==> src/rtl/led_pkg.sv <==
// led_pkg: shared definitions for the LED fade stage.
//
// Holds the default channel count and brightness resolution, the level type
// for the default resolution, and the matching full-brightness constant.
// The fade logic itself is width-parameterized; level_t and LVL_MAX describe
// the default build and give other blocks a common name for a brightness value.
package led_pkg;

  localparam int unsigned N_LED_DEF    = 10;
  localparam int unsigned PWM_BITS_DEF = 8;

  typedef logic [PWM_BITS_DEF-1:0] level_t;

  // Full brightness: the level a channel snaps to while its pattern bit is set.
  localparam level_t LVL_MAX = '1;

  // Full-scale level for an arbitrary resolution (used for parameter checks).
  function automatic int unsigned level_max(input int unsigned bits);
    return (32'd1 << bits) - 32'd1;
  endfunction

endpackage

==> src/rtl/led_fade_ch.sv <==
// led_fade_ch: one LED channel of the fade stage.
//
// Holds the channel brightness level and turns it into a PWM pin.
//   clk        system clock
//   rst        asynchronous active-high reset, clears level and pin
//   load       pattern bit for this LED; forces full brightness while high
//   decay_tick one-cycle strobe; level drops by DECAY_STEP (floor 0)
//   pwm_cnt    shared free-running PWM counter
//   pin        registered PWM output
module led_fade_ch
  import led_pkg::*;
#(
  parameter int unsigned PWM_BITS   = PWM_BITS_DEF,
  parameter int unsigned DECAY_STEP = 16
) (
  input  logic                clk,
  input  logic                rst,
  input  logic                load,
  input  logic                decay_tick,
  input  logic [PWM_BITS-1:0] pwm_cnt,
  output logic                pin
);

  localparam logic [PWM_BITS-1:0] MAX  = '1;
  localparam logic [PWM_BITS-1:0] STEP = PWM_BITS'(DECAY_STEP);

  logic [PWM_BITS-1:0] level_q, level_d;
  logic                pin_q, pin_d;

  always_comb begin
    level_d = level_q;
    // Load wins over a coincident decay tick so the head LED never dims.
    if (load) begin
      level_d = MAX;
    end else if (decay_tick) begin
      level_d = (level_q > STEP) ? (level_q - STEP) : '0;
    end
  end

  // MAX is forced solid: pwm_cnt < MAX alone would leave one dark cycle
  // per PWM period. Uses the current level, so a new level reaches the pin
  // one cycle after the level register takes it.
  always_comb begin
    pin_d = (level_q == MAX) | (pwm_cnt < level_q);
  end

  always_ff @(posedge clk or posedge rst) begin
    if (rst) begin
      level_q <= '0;
      pin_q   <= 1'b0;
    end else begin
      level_q <= level_d;
      pin_q   <= pin_d;
    end
  end

  assign pin = pin_q;

endmodule

==> src/rtl/led_fade.sv <==
// led_fade: per-LED PWM fade stage behind the LED chaser.
//
// Each LED jumps to full brightness while its pattern bit is high and then
// fades linearly to off, one DECAY_STEP per decay tick, leaving a comet
// tail behind the moving dot.
//   clk      50 MHz system clock
//   rst      asynchronous active-high reset, clears all state
//   pat_in   N_LED-bit pattern from the chaser, sampled every cycle
//   led_pin  N_LED registered PWM outputs to the board LEDs
module led_fade
  import led_pkg::*;
#(
  parameter int unsigned N_LED      = N_LED_DEF,
  parameter int unsigned PWM_BITS   = PWM_BITS_DEF,
  parameter int unsigned DECAY_DIV  = 195_313,
  parameter int unsigned DECAY_STEP = 16
) (
  input  logic             clk,
  input  logic             rst,
  input  logic [N_LED-1:0] pat_in,
  output logic [N_LED-1:0] led_pin
);

  localparam int unsigned DIV_W = (DECAY_DIV > 1) ? $clog2(DECAY_DIV) : 1;

  if (DECAY_STEP < 1 || DECAY_STEP > level_max(PWM_BITS) || DECAY_DIV < 1) begin : g_param_err
    $error("led_fade: DECAY_STEP must be 1..2^PWM_BITS-1 and DECAY_DIV >= 1");
  end

  logic [DIV_W-1:0]    div_cnt_q, div_cnt_d;
  logic [PWM_BITS-1:0] pwm_cnt_q, pwm_cnt_d;
  logic                decay_tick;

  // Tick is decoded from the counter state, so the first tick after reset
  // lands on the DECAY_DIV-th edge after release.
  assign decay_tick = (div_cnt_q == DIV_W'(DECAY_DIV - 1));

  always_comb begin
    div_cnt_d = decay_tick ? '0 : div_cnt_q + 1'b1;
    pwm_cnt_d = pwm_cnt_q + 1'b1;  // natural wrap at 2^PWM_BITS
  end

  always_ff @(posedge clk or posedge rst) begin
    if (rst) begin
      div_cnt_q <= '0;
      pwm_cnt_q <= '0;
    end else begin
      div_cnt_q <= div_cnt_d;
      pwm_cnt_q <= pwm_cnt_d;
    end
  end

  for (genvar i = 0; i < N_LED; i++) begin : g_ch
    led_fade_ch #(
      .PWM_BITS   (PWM_BITS),
      .DECAY_STEP (DECAY_STEP)
    ) u_ch (
      .clk        (clk),
      .rst        (rst),
      .load       (pat_in[i]),
      .decay_tick (decay_tick),
      .pwm_cnt    (pwm_cnt_q),
      .pin        (led_pin[i])
    );
  end

endmodule

==> config.mk <==
export PLATFORM = sky130hd
export DESIGN_NAME = led_fade
export DESIGN_NICKNAME = d
export VERILOG_FILES = /design/src/rtl/led_pkg.sv /design/src/rtl/led_fade_ch.sv /design/src/rtl/led_fade.sv
export SDC_FILE = /design/constraint.sdc
export NUM_CORES = 1
export LEC_CHECK = 0
export BUFFER_PORTS_ARGS = -buffer_cell sky130_fd_sc_hd__buf_2
export CAP_MARGIN = 0
export CORE_UTILIZATION = 55
export DETAILED_ROUTE_END_ITERATION = 6
export GPL_TIMING_DRIVEN = 0
export PLACE_DENSITY = 0.75
export SYNTH_ARGS = -nofsm -noshare
export SYNTH_HDL_FRONTEND = slang
export SYNTH_SLANG_ARGS = --single-unit
==> constraint.sdc <==
create_clock -name clk -period 2.42 [get_ports clk]
set_clock_uncertainty 0.1 [all_clocks]
set_input_delay 0.121 -clock clk [delete_from_list [all_inputs] [get_ports clk]]
set_output_delay 0.121 -clock clk [all_outputs]
set_load 0.005 [all_outputs]
# --- Word-level counts from Yosys, hierarchy flattened ---
# Index checks and enable logic that the tools add are counted.
# Widths: inputs -> output; s select.
op_classes:
  n_reduce_logical: 10
  shifts: 0
  order_cmp: 20
  n_eq_ne: 11
  n_mux: 31
  n_div: 0
  bitwise: 10
  add_sub_neg: 12
  multipliers: 0
op_table:
  columns: ["op", "count"]
  rows:
  - ["$mux 8", 30]
  - ["$eq 8x8->1 const B", 10]
  - ["$gt 8x5->1 const B", 10]
  - ["$lt 8x8->1", 10]
  - ["$sub 8x5->8 const B", 10]
  - ["$reduce_bool 2->1", 10]
  - ["$add 18x1->18 const B", 1]
  - ["$eq 18x18->1 const B", 1]
  - ["$mux 18", 1]
  - ["$or 1x1->1", 10]
  - ["$add 8x1->8 const B", 1]
word_totals:
  latchBits: 0
  ramBits: 0
  word_cells: 116
  in_bits: 12
  romBits: 0
  mem_count: 0
  out_inout_bits: 10
  ff_bits: 116

# --- Depth between registers and ports, before layout ---
# Gate-level depths: netlist of the first run.
logic_depth:
  ltp_word: 4
  depth_mapped: 8

# --- By module ---
# From an unflattened synthesis of the first run, not the netlist that was laid out.
unflattened:
  hier_cells: 614
  area_unflattened_um2: 5968.2
modules_own_cells:
  columns: ["module", "seq_area_each_um2", "n_inst", "area_each_um2", "cells_per_inst"]
  rows:
  - ["led_fade_ch", 150.1, 10, 476.7, 50]
  - ["led_fade", 650.6, 1, 1201.2, 114]

# --- Worst setup path after synthesis of the first run ---
# No wires, ideal clock.
synth_timing:
  kind: "flip-flop to flip-flop"
  start: "reg div_cnt_q[10]"
  end: "reg g_ch[9].u_ch.level_q[7]"
  path_buffers: 2
  required_ns: 2.194
  stages_incl_launch_ff: 7
  path_slack_ns: 0.638
  synth_period_minus_slack_ns: 1.782
  arrival_ns: 1.556
  path_cell_list: "dfrtp_1 nor3_2 and4_1 buf_2 buf_2 a31oi_1 a311o_1"
synth_via:
  elab_chain_len: 2
synth_rtl:
  columns: ["item", "line", "text"]
  rows:
  - ["from (decl)", "led_fade.sv:30", "logic [DIV_W-1:0] div_cnt_q, div_cnt_d;"]
  - ["from (signal assigned)", "led_fade.sv:48", "div_cnt_q <= div_cnt_d;"]
  - ["$eq 18x18->1", "led_fade.sv:36", "assign decay_tick = (div_cnt_q == DIV_W'(DECAY_DIV - 1));"]
  - ["$reduce_bool 2->1 (no line)", null, null]
  - ["to (signal assigned)", "led_fade_ch.sv:52", "level_q <= level_d;"]
  - ["to (decl)", "led_fade_ch.sv:27", "logic [PWM_BITS-1:0] level_q, level_d;"]
# No other way between the ends.
# A chain may end at the register's enable or synchronous reset.

# --- Final worst setup path of the first run ---
layout_timing:
  start: "reg div_cnt_q[10]"
  end: "reg g_ch[9].u_ch.level_q[5]"
# The elaborated chain is that of the path after synthesis.

==> results.md, run 1 <==
* Clock sink count at 86
* Max Cap Violations at 0
* WL/cell at 18.4 µm
* Vias in the first global route at 5122
* Leakage power at between 0.003 and 0.004 µW
* Avg Inst Size Synth at 9.72 µm²
* Post-synth top flop: dfrtp_1
* Post-synth ARST share at 100%
* Htree depth at 3
* Post-route minimum period at about 2.3 ns
* Via count at 5098
* Final Hold Fails at 0
* Synthesized area at 6140 µm²
* Worst Tran Pin Value at 0.724 ns
* GPL Wtd Cong at 0.899
* Fin crit share at between 90% and 100%
* Clk pin slew, worst setup/hold paths at 0.09 ns
* Vias per cell at a little over 6
* PnR worst setup slack at approximately 0.077 ns
* Nets@finish at roughly 800
* Initial Util at 56.6%
* Number of enable flip-flop cells after synthesis at 0
* Critical path data required time at 2.60 ns
* DP Worst Slack at 0.0351 ns
* PD cells at slightly above 400 nW/µm²
* Worst setup EP type: register
* Initial antenna violation count at 0
* Clk root buf: clkbuf_8
* Critical path class: register to register
* DRC Markers at 0
* Ports at 22
* Clock Latency Late Sink at 0.37 ns
* Setup TNS at 0 ns
* Fin. max-slew vios at 0
* Global-route wire length before repair at 25400 µm
* Die height at 108 µm
* Crit path DAT at 2.52 ns
* Seq/Total Area, Yosys at 35.0%
* Hold Path Class: primary input to asynchronous set/reset pin
* YS warnings at 0
* Startpoint type of the worst setup path: register
* Flops & latches, synth at 86
* Die area at between 10000 and 15000 µm²
* Global-route usage over all layers at 28.8%
* Pre-Repair DR Iteration Count at 4
* RSZ-0062 raised after global routing: no
* Maximum buffer depth of the clock tree at 2
* CTS Buf Count at 9
* Syn nets at 747
* HPWL Detailed at 10400 µm
* Status: completed
* Gate Count Post-Synth at 632
* CTS tree: built
* Max VDD drop at about 0.34 mV
* # rows at 38
* Final setup violation count at 0
* Largest net degree at the start of global routing at between 40 and 50
* Antenna Nets Post-Route at 0
* Yosys cell types at 44
* Slew headroom at 51.7%
* Total wire length at 15200 µm
* Share of cells above drive strength 1 at 10.8%
* Die Wd at 108 µm
* Port bufs at 21
* Total gr overflow at 0
* Worst Path Max Fanout at 10
* Fmax at 427 MHz
* Diodes inserted at 0
* Starting DRT DRC Count at 325
* P&R area growth vs syn at 12.1%
* Core area at 10800 µm²
==> kinds of logic (layout without fill, tap and decap cells) <==
| logic type | count (synthesis) | in the layout | synth area share (%) |
|---|---|---|---|
| flip-flops | 86 | 86 | 35.0 |
| AO/OA/AOI/OAI | 144 | 144 | 17.0 |
| multiplexers | 1 | 1 | 0.163 |
| AND/OR/NAND/NOR | 175 | 175 | 16.3 |
| buffers and inverters | 103 | 156 | 7.60 |
| XOR/XNOR | 20 | 20 | 2.85 |
| adder cells (fa/ha/maj) | 103 | 103 | 21.0 |
==> repair_timing <==
| action | in CTS | in global routing |
|---|---|---|
| setup endpoints to repair | 0 | 20 |
| buffers inserted | 0 | 4 |
| endpoints found under the hold margin | 136 | 0 |
| hold buffers | 11 | 0 |
| gates resized for setup | 0 | 3 |
==> where the power goes <==
group	internal, µW	switching [µW]
Combinational	27.0	46.7
Sequential	1440	0.000000000000743
Clock	786	528
==> critical path, stage by stage (launching register included) <==
cell	delay (ns)
dfrtp_1	0.45
nor3_2	0.31
and4_1	0.22
buf_2	0.28
clkbuf_4	0.34
clkbuf_4	0.29
nand4b_1	0.13
o211ai_1	0.13
==> layer usage <==
layer	track usage [%]	part of all wire, %	up-vias
met2	46.7	48	138
met1	38.4	45	2503
met4	11.8	2.8	0
met5	0	0	-
li1	-	-	2420
met3	4.06	4.5	37
==> final timing paths <==
kind,slack [ns],cells past startpoint,to,from
min in group clk,0.41,3,g_ch[0].u_ch.level_q[6],pat_in[0]
hold reg to reg,0.41,1,div_cnt_q[0],div_cnt_q[0]
setup reg to reg,0.08,7,g_ch[9].u_ch.level_q[5],div_cnt_q[10]
hold / removal,0.18,3,g_ch[8].u_ch.level_q[7],rst
setup / recovery,0.08,7,g_ch[9].u_ch.level_q[5],div_cnt_q[10]
max in group asynchronous,1.51,4,g_ch[4].u_ch.level_q[2],rst
==> layout by cell type, fill, tap and decap left out, drive strengths merged, types with 11 or more instances in the layout <==
cell	count
nor2b	11
o21ai	21
nand4	24
xnor2	18
ha	103
a21o	11
nor3	27
nand3	33
buf	49
dfrtp	86
a31oi	17
nor2	26
a21oi	12
inv	76
dlygate4sd3	11
clkbuf	15
a311o	17
o211ai	37
nand2	16
==> layout make-up <==
class	instances	area [µm²]
inverters	77	293
clock inverters	4	120
flip-flops and latches	86	2150
clock buffers	11	131
repair buffers	38	298
fillers	907	3960
plain buffers	26	183
multi-input cells	443	3530
well taps	140	175
==> cells in the mapped netlist, types with 2 or more instances <==
cell type | count | area, µm²
nand2b_1 | 10 | 62.6
or3_1 | 4 | 25.0
o31ai_1 | 2 | 15.0
a211o_1 | 2 | 17.5
xnor2_1 | 18 | 158
o311ai_0 | 2 | 17.5
inv_1 | 77 | 289
xor2_1 | 2 | 17.5
a21oi_1 | 12 | 60.1
o211ai_1 | 37 | 278
buf_2 | 7 | 35.0
a311o_1 | 17 | 170
a2111oi_0 | 10 | 87.6
nand4_1 | 23 | 144
nor2_1 | 25 | 93.8
nor4_1 | 9 | 56.3
clkbuf_1 | 2 | 7.51
a31oi_1 | 17 | 106
nand4b_1 | 9 | 78.8
dfrtp_1 | 86 | 2150
nand3_1 | 31 | 155
o21a_1 | 10 | 75.1
o21ai_0 | 21 | 105
buf_6 | 2 | 22.5
nand2_1 | 16 | 60.1
nor2b_1 | 11 | 68.8
ha_1 | 103 | 1290
and3_1 | 3 | 18.8
a21o_1 | 11 | 82.6
nor3_1 | 25 | 125
buf_4 | 15 | 113
==> registers in the layout (all words and copies together), names as in the netlist <==
signal             flops
div_cnt_q             18
g_ch.u_ch.level_q     50
g_ch.u_ch.pin         10
pwm_cnt_q              8
==> per-stage QoR <==
step	cells	hold WS, ns	total power (µW)	cell area [µm²]	util [%]
global placement	793	0.249	1520	6420	59.3
floorplan	632	0.113	1490	6140	-
detailed placement	795	0.0356	1530	6460	59.6
finish	825	0.182	2820	6880	63.5
global route	825	0.212	2900	6880	63.5
CTS	821	0.182	2840	6830	63.0
Power figures use the tool's default switching activity.
==> run 2: changes to the inputs <==
--- a/config.mk
+++ b/config.mk
@@ -10,7 +10,7 @@
 export CORE_UTILIZATION = 55
 export DETAILED_ROUTE_END_ITERATION = 6
 export GPL_TIMING_DRIVEN = 0
-export PLACE_DENSITY = 0.75
+export PLACE_DENSITY = 0.73
 export SYNTH_ARGS = -nofsm -noshare
 export SYNTH_HDL_FRONTEND = slang
 export SYNTH_SLANG_ARGS = --single-unit
==> run 2 against run 1 <==
Against the previous run:
- clock power is 8% lower
- critical path type unchanged
- sequential share of layout area is 0.074 points higher
- clock-buffer cell count is 1 higher
- global-route usage is 0.065 points higher
- non-clock buffer count is 2 higher
- largest cell class unchanged
- maximum frequency is 1.1% lower
- via count is 1.6% higher
- die area stayed put
- worst hold slack better by 0.056 ns
- sequential cell count stayed put
==> results.md, run 2 (synthesis gave the netlist of run 1 again) <==
* Share of cells above drive strength 1 at between 10% and 20%
* Clock sink count at 86
* Status: completed
* Commonest cells after routing, fill and taps aside: ha_1 (103), dfrtp_1 (86), inv_1 (76), o211ai_1 (37), nand3_1 (31)
* Nets@finish at 798
* Fin. max-slew vios at 0
* R2R Setup Slk at 0.05 ns
* PD cells at 395 nW/µm²
* Worst Path Max Fanout at 10
* Max VDD drop at 0.342 mV
* Core area at 10800 µm²
* CTS tree: built
* Largest register FFs at 50
* Port bufs at 21
* Initial Util at 56.6%
* Antenna Nets Post-Route at 0
* Pre-Repair DR Iteration Count at 5
* Fin crit share at 97.9%
* Die height at 108 µm
* Global-route usage over all layers at 28.8%
* Crit path DAT at 2.55 ns
* Crit path cell chain: nor3_2, and4_1, buf_2, clkbuf_4, clkbuf_4, nand4_1, o211ai_1
* Fmax at 422 MHz
* Leakage power at roughly 0.0034 µW
* Global-route wire length before repair at 25400 µm
* Filler cells at 904
* Clk pin slew, worst setup/hold paths at 0.09 ns
* WL/cell at about 18 µm
* P&R area growth vs syn at 11.8%
* Ports at 22
* Vias per cell at 6.26
* Vias in the first global route at 5309
* Count of buffer and inverter cells on the critical path at 3
* Die Wd at 108 µm
* Total wire length at between 15000 and 20000 µm
* GPL Wtd Cong at 0.892
* Final setup violation count at 0
* Maximum buffer depth of the clock tree at 2
* Htree depth at 3
* Die area at roughly 12000 µm²
* Worst setup EP type: register
* Most frequent CP cell: clkbuf_4
* RSZ-0062 raised after global routing: yes
* Worst flop-to-flop path endpoint: g_ch[7].u_ch.level_q[4]
* PnR worst setup slack at 0.0513 ns
* DRC Markers at 0
* Worst r2r path cells at 7
* Starting DRT DRC Count at roughly 280
* Clk root buf: clkbuf_8
* Initial antenna violation count at 0
* Diodes inserted at 0
* Max Cap Violations at 0
* Total gr overflow at 0
* Commonest non-fill, non-tap cell in the layout: ha_1
* Via count at 5180
* Min Hold Slack at 0.238 ns
* Hold Path Class: primary input to asynchronous set/reset pin
* Worst Tran Pin Value at 0.759 ns
* Clock Latency Late Sink at 0.37 ns
* Delay-heaviest family, CP: buffers and inverters
* Critical-path top delay cell: dfrtp_1
* Setup TNS at 0 ns
* Post-route minimum period at 2.37 ns
* Setup crit end: g_ch[7].u_ch.level_q[4]
* Top reg by flops: g_ch.u_ch.level_q
* Max incr delay on CP at 0.44 ns
* Core Util, Final at 63.3%
* Critical path origin: div_cnt_q[10]
* # rows at 38
* CTS Buf Count at 9
* Worst r2r src: div_cnt_q[10]
* Critical path class: register to register
* Slew headroom at 49.4%
* HPWL Detailed at around 11000 µm
* Final Hold Fails at 0
* DP Worst Slack at between 0.05 and 0.06 ns
* Stages on the worst setup path at 7
* Largest net degree at the start of global routing at 40
* Critical path data required time at 2.60 ns
* Startpoint type of the worst setup path: register
run 2: cell count changes in the layout (fill, tap and decap cells not counted):
cell,before,now
clkbuf_1,4,3
inv_6,0,1
buf_4,18,21
buf_12,3,2
bufinv_16,4,2
clkinv_4,0,1
clkbuf_8,9,11
run 2: metal layers:
| metal | wire length, µm | track usage (%) |
|---|---|---|
| met5 | 0 | 0 |
| met4 | 508 | 14.0 |
| met3 | 847 | 4.96 |
| met2 | 7160 | 47.4 |
| met1 | 6760 | 36.6 |
run 2: area by class of cell:
| class | count | area (µm²) | share of cell area (%) |
|---|---|---|---|
| buffer | 26 | 183 | 2.66 |
| clock buffer | 12 | 155 | 2.26 |
| clock inverter | 4 | 77.6 | 1.13 |
| inverter | 77 | 293 | 4.26 |
| multi-input combinational | 443 | 3530 | 51.4 |
| sequential | 86 | 2150 | 31.3 |
| tap | 140 | 175 | 2.55 |
| timing repair buffer | 40 | 300 | 4.37 |
run 2: stage by stage:
step / power, µW / area (µm²) / instances
after floorplan: 1490 / 6140 / 632
after global placement: 1520 / 6420 / 793
after detailed placement: 1530 / 6460 / 795
after CTS: 2730 / 6810 / 822
after global routing: 2790 / 6870 / 828
final: 2720 / 6870 / 828
run 2: worst min-delay path by stage:
stage / start / end / depth (start not counted)
floorplan: pat_in[6] / g_ch[6].u_ch.level_q[2] / 1
global placement: pat_in[0] / g_ch[0].u_ch.level_q[6] / 2
detailed placement: rst / g_ch[8].u_ch.pin / 2
CTS: rst / g_ch[8].u_ch.pin / 3
global route: rst / g_ch[8].u_ch.pin / 3
finish: rst / g_ch[8].u_ch.pin / 3
run 2: timing repair:
| action | in CTS | in global routing |
|---|---|---|
| resized for setup | 0 | 3 |
| hold endpoints to repair | 70 | 0 |
| setup endpoints to repair | 0 | 20 |
| buffers inserted | 0 | 6 |
| hold buffers | 11 | 0 |
run 2: where the power goes:
part           total [µW]     switching (µW)  internal (µW)  leakage, µW
Clock                1210                562            645     0.000117
Sequential           1440  0.000000000000745           1440     0.000859
Combinational        73.8               46.8           27.0      0.00247
run 2: tightest hold or removal path, cell delays in order:
cell and delay, ns:
dlygate4sd3_1 0.53, buf_2 0.13, clkinvlp_4 0.37
==> run 3: changes to the inputs <==
--- a/config.mk
+++ b/config.mk
@@ -7,10 +7,10 @@
 export LEC_CHECK = 0
 export BUFFER_PORTS_ARGS = -buffer_cell sky130_fd_sc_hd__buf_2
 export CAP_MARGIN = 0
-export CORE_UTILIZATION = 55
+export CORE_UTILIZATION = 45
 export DETAILED_ROUTE_END_ITERATION = 6
 export GPL_TIMING_DRIVEN = 0
-export PLACE_DENSITY = 0.73
+export PLACE_DENSITY = 0.62
 export SYNTH_ARGS = -nofsm -noshare
 export SYNTH_HDL_FRONTEND = slang
 export SYNTH_SLANG_ARGS = --single-unit
==> constraint.sdc (replaced) <==
create_clock -name clk -period 2.2 [get_ports clk]
set_clock_uncertainty 0.1 [all_clocks]
set_input_delay 0.11 -clock clk [delete_from_list [all_inputs] [get_ports clk]]
set_output_delay 0.11 -clock clk [all_outputs]
set_load 0.005 [all_outputs]
==> run 3 against run 2 <==
Against the previous run:
- clock power increased by 32%
- core utilization down 11 points
- sequential share of layout area shrank 0.63 points
- sequential cell count unchanged
- combinational power rose by 9.5%
- sequential power grew 9.7%
- worst setup slack improved by 0.076 ns
- critical path type unchanged
- worst hold slack got worse by 0.0026 ns
- critical path depth is the same
- cell count increased by 4.3%
==> results.md, run 3 (synthesis gave the netlist of run 1 again) <==
* Setup TNS at 0 ns
* Critical path data required time at roughly 2.4 ns
* Total wire length at about 16000 µm
* CTS Buf Count at 9
* Min Hold Slack at 0.235 ns
* Largest net degree at the start of global routing at 39
* WL/cell at ~18 µm
* Port bufs at 21
* HPWL Detailed at 10800 µm
* Clk pin slew, worst setup/hold paths at 0.07 ns
* FF/Latch Area at 2150 µm²
* Startpoint type of the worst setup path: register
* Via count at 5082
* DRC Markers at 0
* Post-route minimum period at 2.07 ns
* DP Area at 6510 µm²
* RSZ-0062 raised after global routing: no
* CTS tree: built
* Die height at 119 µm
* Status: completed
* Htree depth at 3
* Die area at 14100 µm²
* Critical path class: register to register
* PD cells at 465 nW/µm²
* Fin. max-slew vios at 0
* Final std cells w/o fill at 864
* Diodes inserted at 0
* Antenna Nets Post-Route at 0
* Starting DRT DRC Count at 398
* Ports at 22
* Max VDD drop at 0.342 mV
* Leakage power at 0.00347 µW
* Commonest cells after routing, fill and taps aside: ha_1 (103), dfrtp_1 (85), inv_1 (76), o211ai_1 (37), nand3_1 (31)
* Maximum buffer depth of the clock tree at 2
* # placed instances at 831
* Fin crit share at a little over nine tenths
* Vias in the first global route at 5228
* Total gr overflow at 0
* Fmax at 482 MHz
* DP Worst Slack at -0.151 ns
* Final instance area at 7010 µm²
* Clock Latency Late Sink at 0.35 ns
* Clock sink count at 86
* Initial antenna violation count at 0
* Worst Tran Pin Value at 0.791 ns
* Global-route wire length before repair at 26100 µm
* Max Cap Violations at 0
* Top reg by flops: g_ch.u_ch.level_q
* Largest register FFs at 50
* Clk root buf: clkbuf_16
* Core area at approximately 13000 µm²
* Nets@finish at approximately 800
* Final setup violation count at 0
* PnR worst setup slack at 0.127 ns
* Final Hold Fails at 0
* Share of cells above drive strength 1 at 11.6%
* Crit path DAT at 2.23 ns
* Filler cells at 1209
* GPL Wtd Cong at around 0.85
* Most frequent CP cell: buf_4
* Commonest non-fill, non-tap cell in the layout: ha_1
* # rows at 42
* Multi-input gate area at 3540 µm²
* Die Wd at 119 µm
* Vias per cell at 5.88
* Worst Path Max Fanout at 10
* P&R area growth vs syn at 14.2%
* Pre-Repair DR Iteration Count at 5
* Max incr delay on CP at 0.44 ns
* Initial Util at 46.2%
* Slew headroom at 47.3%
* Global-route usage over all layers at 24.0%
* Worst setup EP type: register
* Crit path cell chain: nor3_4, and4_1, buf_4, buf_4, buf_4, nand4_1, o211ai_1
* Hold Path Class: primary input to asynchronous set/reset pin
* Critical-path top delay cell: dfrtp_1
==> run 3: cell count changes in the layout (fill, tap and decap cells not counted), moves of 4 or more <==
cell	delta
buf_2	-5
buf_4	+5
clkbuf_16	+9
clkbuf_8	-10
clkinvlp_4	+4
==> run 3: metrics by stage <==
step | total power (µW) | utilization (%)
floorplan | 1640 | -
global placement | 1670 | 48.7
detailed placement | 1680 | 49.0
CTS | 3300 | 52.5
global route | 3360 | 52.7
finish | 3260 | 52.7
==> run 3: where the power goes <==
group          leakage, µW     switching [µW]  internal [µW]  total, µW
Combinational      0.00248               51.2           29.6       80.8
Sequential        0.000857  0.000000000000828           1580       1580
Clock             0.000137                684            915       1600
==> run 3: path summary, 6_finish.rpt <==
kind                                from                       to  slack [ns]  depth (start not counted)
hold reg to reg             div_cnt_q[0]             div_cnt_q[0]        0.41                          1
min in group clk            div_cnt_q[0]             div_cnt_q[0]        0.41                          1
hold / removal                       rst         g_ch[6].u_ch.pin        0.24                          3
setup reg to reg           div_cnt_q[10]  g_ch[8].u_ch.level_q[4]        0.13                          7
max in group asynchronous            rst  g_ch[3].u_ch.level_q[2]        1.20                          4
setup / recovery           div_cnt_q[10]  g_ch[8].u_ch.level_q[4]        0.13                          7
==> run 3: critical path, delay by kind of cell (launching register included) <==
family / cells / cell delay (ns)
buffers and inverters: 3 / 0.70
AO/OA/AOI/OAI: 1 / 0.13
flip-flops: 1 / 0.44
AND/OR/NAND/NOR: 3 / 0.58
==> run 3: layer usage <==
metal | part of all wire (%) | vias up | global-route usage, %
li1 | - | 2425 | -
met1 | 47 | 2485 | 31.8
met2 | 46 | 150 | 39.3
met3 | 4.4 | 22 | 4.12
met4 | 2.2 | 0 | 8.70
met5 | 0 | - | 0
==> run 3: cell type report <==
cell class,count,share of cell area [%]
multi-input combinational,443,50.5
sequential,86,30.7
buffer,25,2.73
clock buffer,10,3.41
tap,176,3.14
timing repair buffer,41,4.39
clock inverter,6,0.982
inverter,77,4.18
==> run 3: what timing repair did <==
item	CTS	global route
gates resized for setup	7	5
setup buffers	4	3
hold buffers	11	0
setup endpoints to repair	32	34
pin swaps	2	1
endpoints found under the hold margin	68	0
gates cloned	0	0
